`config.mk`:
```
export PLATFORM = sky130hd
export DESIGN_NAME = fetch_ctrl
export DESIGN_NICKNAME = d
export VERILOG_FILES = /design/src/rtl/fetch_ctrl_pkg.sv /design/src/rtl/fetch_ctrl_cond_eval.sv /design/src/rtl/fetch_ctrl.sv
export SDC_FILE = /design/constraint.sdc
export NUM_CORES = 1
export LEC_CHECK = 0
export ABC_CLOCK_PERIOD_IN_PS = 3100
export BUFFER_PORTS_ARGS = -buffer_cell sky130_fd_sc_hd__clkbuf_2
export CAP_MARGIN = 25
export CORE_ASPECT_RATIO = 0.9
export CORE_MARGIN = 3
export CORE_UTILIZATION = 51
export DETAILED_ROUTE_END_ITERATION = 10
export PLACE_DENSITY_LB_ADDON = 0.12
export SETUP_SLACK_MARGIN = 0.2
export SYNTH_ARGS = -nofsm -noshare
export SYNTH_HDL_FRONTEND = slang
export SYNTH_SLANG_ARGS = --single-unit
```
`constraint.sdc`:
```
create_clock -name clk -period 3.1 [get_ports clk]
set_input_delay 0.31 -clock clk [delete_from_list [all_inputs] [get_ports clk]]
set_output_delay 0.31 -clock clk [all_outputs]
set_load 0.005 [all_outputs]
```
`src/rtl/fetch_ctrl_pkg.sv`:
```
// Shared encodings for the fetch/branch controller: opcodes, condition codes,
// PSR flag positions, FSM states and the decoded control payload.
package fetch_ctrl_pkg;

  localparam int unsigned IMMWIDTH = 8;
  localparam int unsigned CONDW    = 4;
  localparam int unsigned FLAGW    = 5;

  localparam logic [3:0] BCOND     = 4'hC;
  localparam logic [3:0] JCOND_OP  = 4'h4;
  localparam logic [3:0] JCOND_EXT = 4'hC;
  localparam logic [3:0] JAL_EXT   = 4'h8;

  localparam logic [CONDW-1:0] EQ = 4'h0;
  localparam logic [CONDW-1:0] NE = 4'h1;
  localparam logic [CONDW-1:0] CS = 4'h2;
  localparam logic [CONDW-1:0] CC = 4'h3;
  localparam logic [CONDW-1:0] HI = 4'h4;
  localparam logic [CONDW-1:0] LS = 4'h5;
  localparam logic [CONDW-1:0] GT = 4'h6;
  localparam logic [CONDW-1:0] LE = 4'h7;
  localparam logic [CONDW-1:0] FS = 4'h8;
  localparam logic [CONDW-1:0] FC = 4'h9;
  localparam logic [CONDW-1:0] LO = 4'hA;
  localparam logic [CONDW-1:0] HS = 4'hB;
  localparam logic [CONDW-1:0] LT = 4'hC;
  localparam logic [CONDW-1:0] GE = 4'hD;
  localparam logic [CONDW-1:0] UC = 4'hE;

  // PSR layout {C,L,F,Z,N}
  localparam int unsigned FLAG_C = 4;
  localparam int unsigned FLAG_L = 3;
  localparam int unsigned FLAG_F = 2;
  localparam int unsigned FLAG_Z = 1;
  localparam int unsigned FLAG_N = 0;

  typedef enum logic [2:0] {
    ST_IDLE   = 3'd0,
    ST_FETCH  = 3'd1,
    ST_DECODE = 3'd2,
    ST_STALL  = 3'd3,
    ST_UPDATE = 3'd4
  } state_e;

  typedef struct packed {
    logic take_br;
    logic take_j;
    logic is_jal;
  } ctl_t;

endpackage

```
`src/rtl/fetch_ctrl_cond_eval.sv`:
```
// Combinational branch-condition evaluator: condition code + PSR flags -> taken.
module fetch_ctrl_cond_eval
  import fetch_ctrl_pkg::*;
(
  input  logic [CONDW-1:0] cond,
  input  logic [FLAGW-1:0] flags,
  output logic             taken_c
);

  logic c, l, f, z, n;

  assign c = flags[FLAG_C];
  assign l = flags[FLAG_L];
  assign f = flags[FLAG_F];
  assign z = flags[FLAG_Z];
  assign n = flags[FLAG_N];

  always_comb begin
    taken_c = 1'b0;
    case (cond)
      EQ:      taken_c = z;
      NE:      taken_c = !z;
      CS:      taken_c = c;
      CC:      taken_c = !c;
      HI:      taken_c = l;
      LS:      taken_c = !l;
      GT:      taken_c = n;
      LE:      taken_c = !n;
      FS:      taken_c = f;
      FC:      taken_c = !f;
      LO:      taken_c = !l && !z;
      HS:      taken_c = l || z;
      LT:      taken_c = !n && !z;
      GE:      taken_c = n || z;
      UC:      taken_c = 1'b1;
      default: taken_c = 1'b0;
    endcase
  end

endmodule

```
`src/rtl/fetch_ctrl.sv`:
```
// Instruction fetch / branch-control FSM driving the pc block one cycle per instruction.
// Define FETCH_TIMEOUT_EN to enable the fetch watchdog and sticky fetch_err.
module fetch_ctrl
  import fetch_ctrl_pkg::*;
#(
  parameter int unsigned DW          = 16,
  parameter int unsigned TIMEOUT_CYC = 8
) (
  input  logic                clk,
  input  logic                rst,
  input  logic [DW-1:0]       pc,
  input  logic [DW-1:0]       pc_ra,
  output logic                mem_rd,
  output logic [DW-1:0]       mem_addr,
  input  logic                mem_rdy,
  input  logic [DW-1:0]       mem_data,
  input  logic [FLAGW-1:0]    flags,
  output logic [3:0]          rtgt_addr,
  input  logic [DW-1:0]       rtgt_data,
  input  logic                exe_busy,
  output logic [DW-1:0]       instr,
  output logic                instr_valid,
  output logic                pcEn,
  output logic                branch,
  output logic                jump,
  output logic [IMMWIDTH-1:0] disp,
  output logic [DW-1:0]       dDst,
  output logic                link_we,
  output logic [3:0]          link_addr,
  output logic [DW-1:0]       link_data,
  output logic                fetch_err
);

  state_e              state_q, state_d;
  logic [DW-1:0]       ir_q, tgt_q, tgt_use;
  ctl_t                ctl_q, ctl_live, ctl_use;
  logic                cond_taken_c, timeout_c;
  logic                mem_rd_d, instr_valid_d, pcen_d, branch_d, jump_d, link_we_d;
  logic [IMMWIDTH-1:0] disp_d;
  logic [DW-1:0]       ddst_d, link_data_d;

  assign mem_addr  = pc;
  assign instr     = ir_q;
  assign rtgt_addr = ir_q[3:0];
  assign link_addr = ir_q[11:8];

  fetch_ctrl_cond_eval u_cond (
    .cond    (ir_q[11:8]),
    .flags   (flags),
    .taken_c (cond_taken_c)
  );

  always_comb begin
    ctl_live         = '0;
    ctl_live.take_br = (ir_q[15:12] == BCOND) && cond_taken_c;
    ctl_live.take_j  = (ir_q[15:12] == JCOND_OP) && (ir_q[7:4] == JCOND_EXT) && cond_taken_c;
    ctl_live.is_jal  = (ir_q[15:12] == JCOND_OP) && (ir_q[7:4] == JAL_EXT);
  end

  // Leaving DECODE uses live flags/target; leaving STALL uses what DECODE sampled.
  assign ctl_use = (state_q == ST_DECODE) ? ctl_live  : ctl_q;
  assign tgt_use = (state_q == ST_DECODE) ? rtgt_data : tgt_q;

`ifdef FETCH_TIMEOUT_EN
  localparam int unsigned TW = $clog2(TIMEOUT_CYC + 1);
  logic [TW-1:0] to_cnt_q;
  logic          fetch_err_q;

  assign timeout_c = (state_q == ST_FETCH) && !mem_rdy && (to_cnt_q == TW'(TIMEOUT_CYC - 1));
  assign fetch_err = fetch_err_q;

  // Counts consecutive unanswered FETCH cycles; zero whenever outside FETCH.
  always_ff @(posedge clk or negedge rst) begin
    if (!rst) begin
      to_cnt_q    <= '0;
      fetch_err_q <= 1'b0;
    end else begin
      if (state_q != ST_FETCH || mem_rdy) to_cnt_q <= '0;
      else                                to_cnt_q <= to_cnt_q + TW'(1);
      if (timeout_c) fetch_err_q <= 1'b1;
    end
  end
`else
  logic unused_timeout_cfg;
  assign unused_timeout_cfg = ^32'(TIMEOUT_CYC);
  assign timeout_c          = 1'b0;
  assign fetch_err          = 1'b0;
`endif

  always_comb begin
    state_d       = state_q;
    mem_rd_d      = 1'b0;
    instr_valid_d = 1'b0;
    pcen_d        = 1'b0;
    branch_d      = 1'b0;
    jump_d        = 1'b0;
    disp_d        = '0;
    ddst_d        = '0;
    link_we_d     = 1'b0;
    link_data_d   = '0;

    case (state_q)
      ST_IDLE:   state_d = ST_FETCH;
      ST_FETCH:  if (mem_rdy || timeout_c) state_d = ST_DECODE;
      ST_DECODE: state_d = exe_busy ? ST_STALL : ST_UPDATE;
      ST_STALL:  if (!exe_busy) state_d = ST_UPDATE;
      ST_UPDATE: state_d = ST_FETCH;
      default:   state_d = ST_IDLE;
    endcase

    // Outputs are registered, so they are decoded from the state being entered.
    mem_rd_d      = (state_d == ST_FETCH);
    instr_valid_d = (state_d == ST_DECODE);
    if (state_d == ST_UPDATE) begin
      pcen_d      = 1'b1;
      branch_d    = ctl_use.take_br;
      disp_d      = ctl_use.take_br ? ir_q[IMMWIDTH-1:0] : '0;
      jump_d      = ctl_use.take_j || ctl_use.is_jal;
      ddst_d      = (ctl_use.take_j || ctl_use.is_jal) ? tgt_use : '0;
      link_we_d   = ctl_use.is_jal;
      link_data_d = pc_ra;
    end
  end

  always_ff @(posedge clk or negedge rst) begin
    if (!rst) begin
      state_q     <= ST_IDLE;
      ir_q        <= '0;
      ctl_q       <= '0;
      tgt_q       <= '0;
      mem_rd      <= 1'b0;
      instr_valid <= 1'b0;
      pcEn        <= 1'b0;
      branch      <= 1'b0;
      jump        <= 1'b0;
      disp        <= '0;
      dDst        <= '0;
      link_we     <= 1'b0;
      link_data   <= '0;
    end else begin
      state_q     <= state_d;
      if (state_q == ST_FETCH) begin
        if (mem_rdy)        ir_q <= mem_data;
        else if (timeout_c) ir_q <= '0;
      end
      if (state_q == ST_DECODE) begin
        ctl_q <= ctl_live;
        tgt_q <= rtgt_data;
      end
      mem_rd      <= mem_rd_d;
      instr_valid <= instr_valid_d;
      pcEn        <= pcen_d;
      branch      <= branch_d;
      jump        <= jump_d;
      disp        <= disp_d;
      dDst        <= ddst_d;
      link_we     <= link_we_d;
      link_data   <= link_data_d;
    end
  end

endmodule

```
# After elaboration in Yosys (flattened, before gate mapping)
# Cells that the tools add are included.
dict set report totals {
  ff_bits 84
  inputBits 73
  wordCells 74
}
dict set report op_classes {
  eq_ne 25
  mux 16
  reduce_logical 18
}
# cell n
set op_table {}
lappend op_table {{$mux W16} 4}
lappend op_table {{$eq A4 B4 Y1 const B} 10}
lappend op_table {{$eq A4 B3 Y1 const B} 5}
lappend op_table {{$mux W8} 2}
lappend op_table {{$pmux W1 S15} 1}
lappend op_table {{$mux W3} 4}
lappend op_table {{$pmux W3 S4} 1}
lappend op_table {{$eq A3 B2 Y1 const B} 3}
lappend op_table {{$eq A4 B2 Y1 const B} 2}
lappend op_table {{$eq A3 B1 Y1 const B} 2}
lappend op_table {{$eq A3 B3 Y1 const B} 2}
lappend op_table {{$logic_and A1 B1 Y1} 6}
lappend op_table {{$logic_not A1 Y1} 5}
lappend op_table {{$eq A4 B1 Y1 const B} 1}
lappend op_table {{$logic_not A4 Y1} 1}
lappend op_table {{$mux W1} 4}
lappend op_table {{$logic_not A3 Y1} 1}
lappend op_table {{$logic_or A1 B1 Y1} 3}
lappend op_table {{$reduce_and A2 Y1} 1}
lappend op_table {{$reduce_or A2 Y1} 1}

# Depth between registers and ports, before layout
dict set report logic_depth {
  ltp_word 8
  ltp_mapped 7
  depth_no_buf 5
}

# By module
# A second synthesis with hierarchy kept.
dict set report unflattened {
  cells_unflattened 276
  hier_area_um2 3333.2
}
# module n_inst cells_per_inst area_per_inst_um2
set by_module_without_submodules {}
lappend by_module_without_submodules {fetch_ctrl 1 251 3153.0}
lappend by_module_without_submodules {fetch_ctrl_cond_eval 1 25 180.2}

# Worst setup path before layout
# Ideal clock, no wire load.
dict set report synth_path {
  path_kind {register to register}
  from {reg ir_q[9], in the netlist instr[9]}
  to {reg dDst[10]}
  setup_time_ns 0.140
  t_arrival_ns 1.974
  slack_ns 0.986
  stages_incl_launch_ff 7
  path_buffers 2
  period_less_slack_ns 2.114
  cell_sequence {dfrtp_1 > clkbuf_1 > o22a_1 > o211ai_1 > a2111oi_2 > clkbuf_1 > o32ai_1}
}
dict set report synth_between {
  elab_chain_cells 7
  elab_cells_between_ends 21
  cone_classes {eq/ne (14); mux (4); reduce/logical (3)}
}
# element line
set synth_lines {}
lappend synth_lines {{from (decl)} fetch_ctrl.sv:35} ;# logic [DW-1:0] ir_q, tgt_q, tgt_use;
lappend synth_lines {{from (signal assigned)} fetch_ctrl.sv:143} ;# if (mem_rdy) ir_q <= mem_data;
lappend synth_lines {{$eq A4 B4 Y1, or another cell as far along} fetch_ctrl_cond_eval.sv:20} ;# case (cond)
lappend synth_lines {{$pmux W1 S15 *} fetch_ctrl_cond_eval.sv:20}
lappend synth_lines {{$logic_and A1 B1 Y1 *} fetch_ctrl.sv:56} ;# ctl_live.take_j = (ir_q[15:12] == JCOND_OP) && (ir_q[7:4] == JCOND_EXT) && cond_taken_c;
lappend synth_lines {{$mux W3 *} --}
lappend synth_lines {{$logic_or A1 B1 Y1 *} fetch_ctrl.sv:119} ;# ddst_d = (ctl_use.take_j || ctl_use.is_jal) ? tgt_use : '0;
lappend synth_lines {{$mux W16 *} fetch_ctrl.sv:119}
lappend synth_lines {{$mux W16 *} fetch_ctrl.sv:114} ;# if (state_d == ST_UPDATE) begin
lappend synth_lines {{named net ddst_d[10]} fetch_ctrl.sv:40} ;# logic [DW-1:0] ddst_d, link_data_d;
lappend synth_lines {{to (signal assigned)} fetch_ctrl.sv:156} ;# dDst <= ddst_d;
lappend synth_lines {{to (decl)} fetch_ctrl.sv:27} ;# output logic [DW-1:0] dDst,
# The timed path passes the listed nets; every way through them passes the cells marked *.
# A chain may end at the register's enable or synchronous reset.

# Worst setup path in the final report
dict set report layout_path {
  from {reg state_q[2]}
  to {reg dDst[2]}
}
dict set report layout_between {
  elab_chain_cells 5
  elab_cells_between_ends 15
  cone_classes {eq/ne (5); mux (7); reduce/logical (3)}
}
# element line
set layout_lines {}
lappend layout_lines {{from (decl)} fetch_ctrl.sv:34} ;# state_e state_q, state_d;
lappend layout_lines {{from (signal assigned)} fetch_ctrl.sv:141} ;# state_q <= state_d;
lappend layout_lines {{$eq A3 B3 Y1, or another cell as far along} fetch_ctrl.sv:102} ;# case (state_q)
lappend layout_lines {{$reduce_or A2 Y1 (no source line) / $mux W3 (equally long branches)} --}
lappend layout_lines {{$pmux W3 S4 / $logic_or A1 B1 Y1 (equally long branches)} {fetch_ctrl.sv:102, fetch_ctrl.sv:119}}
lappend layout_lines {{$eq A3 B3 Y1 / $mux W16 (equally long branches)} {fetch_ctrl.sv:114, fetch_ctrl.sv:119}}
lappend layout_lines {{$mux W16 *} fetch_ctrl.sv:114}
lappend layout_lines {{named net ddst_d[2]} fetch_ctrl.sv:40}
# Marks and branches as above.

==> results.toml <==
[timing]
finalCritPeriodShare_pct = 75.9
min_period_ps = 2350
worst_slew_pin_slew_ps = 805
fmax_mhz = 425
tns_ps = 0
rsz0062_at_grt = "no"
setup_viol = 0
maxSlewHeadroom_pct = 46.0
slew_violations = 0
skew_ps = 8.98
final_hold_viol_count = 0

[pwr]
ir_worst_vdd_mv = 0.386
powerDensity_mw_per_mm2 = 834
total_power_mw = 3.66
p_leak_nw = 2.18

[flow_run]
max-cap-violations = 0

[clock_tree]
cts_made_buffers = 9
cts_setup_buffers = 0
cts.sinks = 84
root_buffer = "clkbuf_8"
clock_latency_ps = 340
clk_path_buf_depth = 2
htree_levels = 3
clk_pin_slew_worst_paths_ps = 80
cts_tree = "yes"

[yosys]
yosysWarnings = 0
synth_nets = 380
avgSynthCellArea_um2 = 11.8
ys_seq_area_share_pct = 58.0
synth_ff_type = "dfrtp_1"
syn_area_mm2 = 0.00363
yosysTopAreaCell = "dfrtp_1"
synth_edf_count = 0
yosysUniqueCellTypes = 39
netlist.area_leader.share_pct = 58.0
async_flop_share_pct = 100
synthTopCellsByCount = "dfrtp_1 (84), buf_4 (25), and2_1 (18), inv_1 (18), mux2i_1 (17)"
ys_top_cells_by_area = "dfrtp_1 (58%), buf_4 (5.2%), mux2_2 (5.0%), mux2i_1 (4.7%), o32ai_1 (3.9%)"
yosysMostFrequentCell = "dfrtp_1"
synth_cells = 307
ys_seq_elements = 84

[die]
core_mm2 = 0.00673
dieArea_mm2 = 0.00816
io_pins = 160
die_w_um = 94.9
dieHeight_um = 86.0
rows = 28
start_util_pct = 53.9

[layout]
area_delta_synth_final_pct = 21.2
drive_gt1_share_pct = 42.0
antenna_cells = 0
utilization_pct = 65.3
final_nets = 478
postLayoutCellArea_mm2 = 0.00439
nFillCells = 569

[global_route]
grt_usage_pct = 19.7
grt_pass1_vias = 2556
grt_pass1_wl_mm = 12.6
grt_remaining_overflow = 0
grt_antenna_before_repair = 0
grt_max_degree = 85

[routing]
wl_per_cell_um = 15.2
drt-pass1-iter-count = 4
vias_per_cell = 5.16
drtIter0Drc = 168
post-route-drc-count = 0
via_count = 2582
ant_nets = 0
routed_wl_mm = 7.59

[setup_path]
rrSetupSlack_ps = 750
cp_max_fo = 17
end_kind = "flip-flop"
critPathLaunchType = "flip-flop"
setup.worst_path.start = "state_q[2]$_DFF_PN0_"
cp.required_ps = 3330
cp.arrival_ps = 2580
rr_startpoint = "state_q[2]$_DFF_PN0_"
path_class = "reg -> reg"

[worst_hold_path]
holdCritStartpoint = "pc_ra[12]"
hold_class = "in -> reg"

[place]
placed_cell_area_mm2 = 0.00416
gp_congestion = 0.782
dp_hpwl_mm = 5.20
portBuffers = 126

[run_status]
status = "finished, final reports clean"
critical path, stage by stage, from the launching register on:
cell and delay (ps):
dfrtp_1 450, or3b_4 470, nor4b_4 260, buf_4 220, nand3_2 270, or3_1 440
o32ai_1 140
final cells by class:
| class | count | area [um2] | share of cell area [%] |
|---|---|---|---|
| clock buffers | 9 | 124 | 2.82 |
| clock inverters | 7 | 75.1 | 1.71 |
| inverters | 19 | 71.3 | 1.62 |
| multi-input cells | 158 | 1200 | 27.3 |
| flip-flops and latches | 84 | 2100 | 47.8 |
| well taps | 90 | 113 | 2.56 |
| repair buffers | 133 | 708 | 16.1 |
layout by cell type, fill, tap and decap left out, types with 4 or more instances in the layout:
cell type  netlist  layout
clkbuf_2         0     125
dfrtp_1         84      84
inv_1           18      18
and2_1          18      18
mux2i_1         17      17
or3_1           16      16
o32ai_1         16      16
mux2_2          16      16
o21ai_0         12      12
nand4_1          9       9
nand3_1          9       9
clkbuf_8         0       9
nand2_1          7       7
buf_4           25       6
nand2b_1         4       4
kinds of logic after synthesis:
kind of cell	synth area share [%]
simple gates	14.1
mux	9.66
xor+xnor	0.483
other cells	0.103
flops	58.0
buf+inv	9.56
compound gates	8.14
worst paths after layout:
| kind | to | cells after the start |
|---|---|---|
| min in group asynchronous | pcEn$_DFF_PN0_ | 2 |
| worst max-delay path | dDst[2]$_DFF_PN0_ | 6 |
| worst max register to register | dDst[2]$_DFF_PN0_ | 6 |
| max in group asynchronous | tgt_q[2]$_DFF_PN0_ | 3 |
| worst min register to register | ctl_q[2]$_DFF_PN0_ | 2 |
| worst min-delay path | link_data[12]$_DFF_PN0_ | 2 |
flip-flops by register name, summed over array words and instances, names as in the netlist:
register,flops
ctl_q,3
link_we,1
disp,8
dDst,16
jump,1
state_q,3
branch,1
link_data,16
pcEn,1
tgt_q,16
instr_valid,1
instr,16
mem_rd,1
routing by layer:
| metal | vias up | routed length [um] | global-route usage, % |
|---|---|---|---|
| met2 | 106 | 3580 | 30.0 |
| met3 | 6 | 654 | 7.46 |
| met4 | 0 | 42 | 4.46 |
| met5 | - | 0 | 0 |
| li1 | 1246 | - | - |
| met1 | 1224 | 3310 | 27.1 |
per-stage QoR:
| step | cells | setup WS (ps) | hold slack [ps] |
|---|---|---|---|
| after floorplan | 307 | 986 | 14.4 |
| after global placement | 482 | 841 | 466 |
| after detailed placement | 482 | 755 | 488 |
| after CTS | 498 | 729 | 148 |
| after global routing | 500 | 494 | 148 |
| final | 500 | 748 | 166 |
timing repair:
item,in CTS,in global routing
resized for setup,0,0
endpoints found under the hold margin,0,7
hold buffers,0,1
power by group:
part / internal (mW) / switching (mW) / leakage (nW)
sequential: 1.38 / 0.268 / 1.09
clock: 0.378 / 0.399 / 0.104
combinational: 0.569 / 0.667 / 0.983
total: 2.33 / 1.33 / 2.18
(Power assumes the default switching activity.)
